==> src/rtl/muldiv_sequencer.sv <==
// Iterative HI/LO multiply/divide unit: radix-2 shift-add multiply and restoring
// divide over WIDTH cycles, with stall generation for dependent instructions.
module muldiv_sequencer #(
    parameter int WIDTH = 32
) (
    input  logic             clk,
    input  logic             reset_n,
    input  logic             start,
    input  logic [1:0]       op,
    input  logic [WIDTH-1:0] a,
    input  logic [WIDTH-1:0] b,
    input  logic             rd_req,
    input  logic             wr_hi,
    input  logic             wr_lo,
    input  logic [WIDTH-1:0] wdata,
    input  logic             abort,
    output logic [WIDTH-1:0] hi,
    output logic [WIDTH-1:0] lo,
    output logic             busy,
    output logic             done,
    output logic             div_zero,
    output logic             stall
);

    localparam int CW = $clog2(WIDTH + 1);

    typedef enum logic [1:0] {
        IDLE = 2'd0,
        RUN  = 2'd1,
        FIX  = 2'd2
    } state_t;

    function automatic logic [WIDTH-1:0] negw(input logic [WIDTH-1:0] v);
        negw = ~v + WIDTH'(1);
    endfunction

    function automatic logic [2*WIDTH-1:0] neg2(input logic [2*WIDTH-1:0] v);
        neg2 = ~v + (2*WIDTH)'(1);
    endfunction

    function automatic logic [WIDTH-1:0] absw(input logic signed [WIDTH-1:0] v,
                                              input logic sgn);
        absw = (sgn && (v < 0)) ? negw(v) : v;
    endfunction

    state_t            state, state_nxt;
    logic [CW-1:0]     cnt;
    logic              is_div, neg_q, neg_r, b_zero;
    logic [WIDTH-1:0]  opnd, acc_hi, acc_lo, a_raw;

    logic              sgn_in;
    logic [WIDTH-1:0]  ma, mb, addend, quo, rem;
    logic [WIDTH:0]    sum, rem_sh, diff;
    logic [2*WIDTH-1:0] prod;
    logic              accept;

    assign busy   = (state != IDLE);
    assign stall  = busy & (start | rd_req | wr_hi | wr_lo);
    assign accept = (state == IDLE) && start && !abort;

    always_ff @(posedge clk or negedge reset_n) begin
        if (!reset_n) state <= IDLE;
        else          state <= state_nxt;
    end

    always_comb begin
        state_nxt = state;
        case (state)
            IDLE: if (accept) state_nxt = RUN;
            RUN: begin
                if (abort)                        state_nxt = IDLE;
                else if (cnt == CW'(WIDTH - 1))   state_nxt = FIX;
            end
            FIX:     state_nxt = IDLE;
            default: state_nxt = IDLE;
        endcase
    end

    // Operand conditioning, one iteration step and final sign correction
    always_comb begin
        sgn_in = ~op[0];
        ma     = absw(a, sgn_in);
        mb     = absw(b, sgn_in);
        addend = acc_lo[0] ? opnd : '0;
        sum    = {1'b0, acc_hi} + {1'b0, addend};
        rem_sh = {acc_hi, acc_lo[WIDTH-1]};
        diff   = rem_sh - {1'b0, opnd};
        prod   = {acc_hi, acc_lo};
        if (neg_q) prod = neg2(prod);
        quo    = neg_q ? negw(acc_lo) : acc_lo;
        rem    = neg_r ? negw(acc_hi) : acc_hi;
    end

    always_ff @(posedge clk or negedge reset_n) begin
        if (!reset_n) begin
            cnt      <= '0;
            is_div   <= 1'b0;
            neg_q    <= 1'b0;
            neg_r    <= 1'b0;
            b_zero   <= 1'b0;
            opnd     <= '0;
            acc_hi   <= '0;
            acc_lo   <= '0;
            a_raw    <= '0;
            hi       <= '0;
            lo       <= '0;
            done     <= 1'b0;
            div_zero <= 1'b0;
        end else begin
            done     <= 1'b0;
            div_zero <= 1'b0;
            case (state)
                IDLE: begin
                    if (wr_hi) hi <= wdata;
                    if (wr_lo) lo <= wdata;
                    if (accept) begin
                        cnt    <= '0;
                        is_div <= op[1];
                        neg_q  <= sgn_in & (a[WIDTH-1] ^ b[WIDTH-1]);
                        neg_r  <= sgn_in & a[WIDTH-1];
                        b_zero <= (b == '0);
                        a_raw  <= a;
                        acc_hi <= '0;
                        opnd   <= op[1] ? mb : ma;
                        acc_lo <= op[1] ? ma : mb;
                    end
                end
                RUN: begin
                    cnt <= cnt + CW'(1);
                    if (is_div) begin
                        if (!diff[WIDTH]) begin
                            acc_hi <= diff[WIDTH-1:0];
                            acc_lo <= {acc_lo[WIDTH-2:0], 1'b1};
                        end else begin
                            acc_hi <= rem_sh[WIDTH-1:0];
                            acc_lo <= {acc_lo[WIDTH-2:0], 1'b0};
                        end
                    end else begin
                        acc_hi <= sum[WIDTH:1];
                        acc_lo <= {sum[0], acc_lo[WIDTH-1:1]};
                    end
                end
                FIX: begin
                    if (!abort) begin
                        done <= 1'b1;
                        if (!is_div) begin
                            hi <= prod[2*WIDTH-1:WIDTH];
                            lo <= prod[WIDTH-1:0];
                        end else if (b_zero) begin
                            // Divide by zero reports all-ones quotient, raw dividend remainder
                            hi       <= a_raw;
                            lo       <= '1;
                            div_zero <= 1'b1;
                        end else begin
                            hi <= rem;
                            lo <= quo;
                        end
                    end
                end
                default: ;
            endcase
        end
    end

endmodule

==> config.mk <==
export PLATFORM = sky130hd
export DESIGN_NAME = muldiv_sequencer
export DESIGN_NICKNAME = d
export VERILOG_FILES = /design/src/rtl/muldiv_sequencer.sv
export SDC_FILE = /design/constraint.sdc
export NUM_CORES = 1
export LEC_CHECK = 0
export ABC_AREA = 1
export BUFFER_PORTS_ARGS = -buffer_cell sky130_fd_sc_hd__buf_2
export CAP_MARGIN = 0
export CORE_MARGIN = 2
export CORE_UTILIZATION = 55
export CTS_BUF_LIST = sky130_fd_sc_hd__clkbuf_8
export DETAILED_ROUTE_END_ITERATION = 7
export PLACE_DENSITY_LB_ADDON = 0.25
export SYNTH_ARGS = -nofsm -noshare
export SYNTH_HDL_FRONTEND = slang
export SYNTH_SLANG_ARGS = --single-unit
==> constraint.sdc <==
create_clock -name clk -period 2.85 [get_ports clk]
set_input_delay 0.285 -clock clk [delete_from_list [all_inputs] [get_ports clk]]
set_output_delay 0.285 -clock clk [all_outputs]
set_load 0.01 [all_outputs]
* Word level (Yosys, flattened, before mapping) *
Index checks and enable logic that the tools add are counted.

word-level totals
  register bits = 206
  input bits = 105
  output and inout bits = 68
  word-level logic and storage cells = 98

cells by class
  add/sub/neg operators = 8
  $lt $le $gt $ge = 2
  eq/ne operators = 8
  multiplexer cells = 38
  bitwise gates (word level) = 13
  reduce and logical (&&, ||, !) cells = 15

operators with widths
  operator                 number
  $mux W32                 20
  $pmux W32 S2             4
  $add A32 B1 Y32 const B  4
  $not A32 Y32             4
  $add A64 B1 Y64 const B  1
  $lt A32 B1 Y1 const B    2
  $mux W64                 1
  $not A64 Y64             1
  $add A32 B32 Y33         1
  $sub A33 B32 Y33         1
  $logic_not A32 Y1        1
  $pmux W6 S2              1
  $ne A2 B2 Y1 const B     4
  $mux W1                  7
  $add A6 B1 Y6 const B    1
  $eq A6 B5 Y1 const B     1
  $mux W2                  3
  $mux W6                  1
  $reduce_and A2 Y1        3
  $reduce_and A3 Y1        2
  $reduce_bool A2 Y1       3
  $logic_and A1 B1 Y1      4
  $pmux W2 S2              1
  $and A1 B1 Y1            3
  8 further kinds          10

* Longest topological paths before layout *
  word-level depth = 7
  gate-level depth with buffers = 20
  gate-level depth less buffers = 18

* Worst setup path after synthesis *
No wires, ideal clock.

  path type = register -> register
  start = register acc_lo[0]
  end = register acc_hi[29]
  setup time = 0.116 ns
  data arrival time = 2.434 ns
  data required time = 2.734 ns
  slack = 0.299 ns
  stages on the path, launching flop included = 20
  buffers on the path = 2
  clock period less this slack = 2.551 ns
  cell sequence = dfrtp_1 -> buf_6 -> clkbuf_1 -> nand2_1 -> inv_1 -> ha_1 -> inv_1 -> fa_1 -> o21ai_1 -> nand2_1 -> nand2_1 -> nand2_1 -> nand2_1 -> nand2_1 -> nand3_1 -> nand3_1 -> nand2_1 -> inv_1 -> nand2_1 -> nand2_1

on the way
  longest elaborated chain between the ends = 4

RTL lines
  what                      line  source
  start: declaration        49    logic [WIDTH-1:0] opnd, acc_hi, acc_lo, a_raw;
  start signal: assignment  125   acc_lo <= op[1] ? ma : mb;
  start signal: assignment  133   acc_lo <= {acc_lo[WIDTH-2:0], 1'b1};
  start signal: assignment  136   acc_lo <= {acc_lo[WIDTH-2:0], 1'b0};
  $mux W32                  84    addend = acc_lo[0] ? opnd : '0;
  $add A32 B32 Y33          85    sum = {1'b0, acc_hi} + {1'b0, addend};
  $mux W32                  130   if (is_div) begin
  $pmux W32 S2              112   case (state)
  end signal: assignment    132   acc_hi <= diff[WIDTH-1:0];
  end signal: assignment    135   acc_hi <= rem_sh[WIDTH-1:0];
  end signal: assignment    139   acc_hi <= sum[WIDTH:1];
  end: declaration          49

No other way between the ends.
A chain may end at the register's enable or synchronous reset.

* Worst setup path after layout *
  start = register acc_lo[0]
  end = register acc_hi[21]

The elaborated chain is that of the path after synthesis.

==> run_results.csv <==
group,metric,value,unit
die,io_pins,173,
synthesis,ys.flop_type,"dfrtp_1",
placed_design,dp_hpwl,68700,µm
sta,clock_skew,41.2,ps
synthesis,syn-instance-count,3446,
sta,slew-limit-headroom,24.0,%
global_route,antenna_found_initial,2,
cts,clk_latency,630,ps
setup_path,worstPathRequired,3350,ps
synthesis,async_reset_ff_share,100,%
cts,path_clk_slew,60,ps
global_route,use_met1,60.4,%
cts,post_cts_buffers,0,
power,p_clk_share,15.4,%
cells_and_area,area_growth_syn_to_layout,13.1,%
cts,clockRootBuffer,"clkbuf_8",
global_route,grt_first_pass_wirelength,130000,µm
power,vdd_ir_drop_max,0.000442,V
cts,clock_sinks,206,
synthesis,yosysUniqueCellTypes,49,
setup_path,max_stage_delay,480,ps
sta,setup_viol,0,
routing,via_per_inst,6.05,
sta,worst_pin_slew,1140,ps
global_route,grt.busiest_layer,"met2",
hold_path,hp-class,"primary input to flop",
placed_design,dpl.cell_count,4030,
synthesis,ys_top_cells_by_count,"1046 x nand2_1, 431 x nor2_1, 415 x inv_1",
cells_and_area,layout-drive-gt1-share,10.9,%
cts,h-tree-depth,2,
outcome,status,"completed",
die,die-area,0.0384,mm²
setup_path,crit_family,"simple AND/OR/NAND/NOR gates",
setup_path,end_kind,"flop",
routing,wl,87200,µm
sta,max_freq,0.367,GHz
synthesis,synth_edf_count,0,
sta,finalHoldViolations,0,
global_route,grtUsageTotal,44.5,%
routing,postRouteAntennaNets,0,
cts,cts_made_buffers,39,
die,die_y,196,µm
global_route,met2_usage,64.4,%
sta,totalNegativeSetupSlack,0,ps
power,p_int,9.30,mW
global_route,grt_pass1_vias,22500,
routing,vias,24900,
placed_design,placed_area,0.0218,mm²
sta,final.period_utilization,95.6,%
synthesis,yosys_warnings,0,
routing,routedWlPerCell,21.1,µm
synthesis,yosys.area.top_type_share,25.4,%
synthesis,synth.area.top_cells,"dfrtp_1 25%, nand2_1 19%, nor2_1 8.0%",
setup_path,cp_max_fo,5,
synthesis,syn-num-nets,3622,
routing,drc_errors,0,
power,p_total,20.2,mW
placed_design,placement.io_buffers,172,
power,p_comb_share,61.5,%
synthesis,syn_area,0.0203,mm²
cells_and_area,fin_nets,3808,
synthesis,synth_top_cell_by_area,"dfrtp_1",
global_route,grt_max_degree,100,
sta,layout_min_cycle_time,2730,ps
setup_path,cp-start-kind,"flop",
die,die_x,196,µm
synthesis,syn_area_per_cell,5.89,µm²
sta,slew_viol_final,0,
synthesis,synth-seq-cells,206,
global_route,grt_overflow_total,0,
cts,cts_tree,"done",
cts,clockBufferDepth,3,
synthesis,synth_most_common_cell,"nand2_1",
setup_path,path_buf_inv,3,
power,sequentialPowerShare,23.0,%
power,powerDensity,881,mW/mm²
setup_path,r2r_slack,120,ps
routing,drt_pre_antenna_iters,7,
global_route,grt_use_met3,13.1,%
setup_path,slowest_stage,"fa_1",
die,rows,70,
power,p_switching,10.9,mW
power,p_leak,12.0,nW
placed_design,place.gp.congestion,1.05,
routing,drt_iter0_markers,3225,
cells_and_area,fin_util,63.0,%
cells_and_area,instances_no_fill,4126,
setup_path,cp_common_cell,"nand2_1",
cells_and_area,stdcell_area,0.0230,mm²
setup_path,critPathKind,"flop to flop",
job,max_cap_viol_count,0,
setup_path,worstPathArrival,3220,ps
die,coreArea,0.0364,mm²
synthesis,synth-seq-area-share,25.4,%
power,p_sw_share,54.0,%
die,initial_utilization,55.7,%
setup_path,path_cells,"nand2_1, inv_1, ha_1, inv_1, fa_1, o21ai_2, nand2_1, nand2_1, nand2_1, nand2_1, nand2_1, nand3_1, nand3_1, nand2_1, inv_1, nand2_1, nand2_1",
sta,rsz0062_at_grt,"no",
==> cell type report <==
type | count | area [µm²]
Multi-Input combinational cell | 2673 | 12900
Tap cell | 468 | 586
Inverter | 433 | 1630
Antenna cell | 1 | 2.50
Sequential cell | 206 | 5160
Timing Repair Buffer | 279 | 1850
Clock buffer | 47 | 647
Clock inverter | 19 | 158
Fill cell | 3492 | 13500
==> worst paths after layout <==
kind	from	endpoint	cells past startpoint
min in group asynchronous	reset_n	a_raw[28]	2
worst max register to register	acc_lo[0]	acc_hi[21]	17
worst max-delay path	acc_lo[0]	acc_hi[21]	17
worst min-delay path	wdata[21]	lo[21]	3
max in group asynchronous	reset_n	acc_hi[19]	3
worst min register to register	lo[1]	lo[1]	2
==> power by group through the flow <==
stage | clock [mW] | combinational (mW) | sequential, mW
2_1_floorplan | 0 | 8.25 | 4.31
3_3_place_gp | 0 | 11.7 | 4.58
3_5_place_dp | 0 | 11.8 | 4.59
4_1_cts | 3.12 | 12.0 | 4.55
5_1_grt | 3.24 | 13.6 | 4.68
6_report | 3.12 | 12.4 | 4.66
==> what timing repair did <==
action,in CTS,in global routing
hold buffers,29,0
hold endpoints to repair,248,0
setup endpoints to repair,0,6
resized for setup,0,7
==> through the flow <==
step | setup slack (ps) | hold slack (ps)
2_1_floorplan | 299 | -10.6
3_3_place_gp | 184 | 169
3_5_place_dp | 128 | 170
4_1_cts | 137 | 0.180
5_1_grt | 13.5 | 5.85
6_report | 125 | 18.0
==> worst min-delay path, cell delays in order <==
cell and delay (ps):
buf_2 100, a21oi_1 60, a21oi_1 130
==> layer usage <==
| layer | vias up | share of wire (%) |
|---|---|---|
| li1 | 11500 | - |
| met5 | - | 0.063 |
| met2 | 1706 | 40 |
| met3 | 308 | 14 |
| met4 | 4 | 6.1 |
| met1 | 11500 | 39 |
==> cell usage in the layout (no fill, tap or decap), types with 30 or more instances in the layout <==
cell,count
inv_1,423
ha_1,69
nand2_1,1046
nand4_1,30
buf_4,70
nand3_1,295
o21ai_0,234
dfrtp_1,200
xor2_1,65
clkbuf_8,48
nor2_1,431
buf_2,171
a21oi_1,277
==> flip-flops by register name, indices dropped and copies added (netlist names) <==
name and cells:
a_raw 32, acc_hi 32, acc_lo 32, hi 32
lo 32, opnd 32, cnt 6, state 2
b_zero 1, div_zero 1, done 1, is_div 1
neg_q 1, neg_r 1
==> kinds of logic (layout without fill, tap and decap cells) <==
family                     Yosys count  after routing  synth area share [%]
xor gates and xnor gates            79             79                  3.41
adders and majority gates           71             71                  4.45
AOI/OAI and AO/OA                  607            607                  16.1
buffers and inverters              567            778                  11.0
DFF                                206            206                  25.4
and+or+nand+nor                   1916           1916                  39.7
other                                0              1                     0
Note: power is estimated with default switching activity, not from simulation.
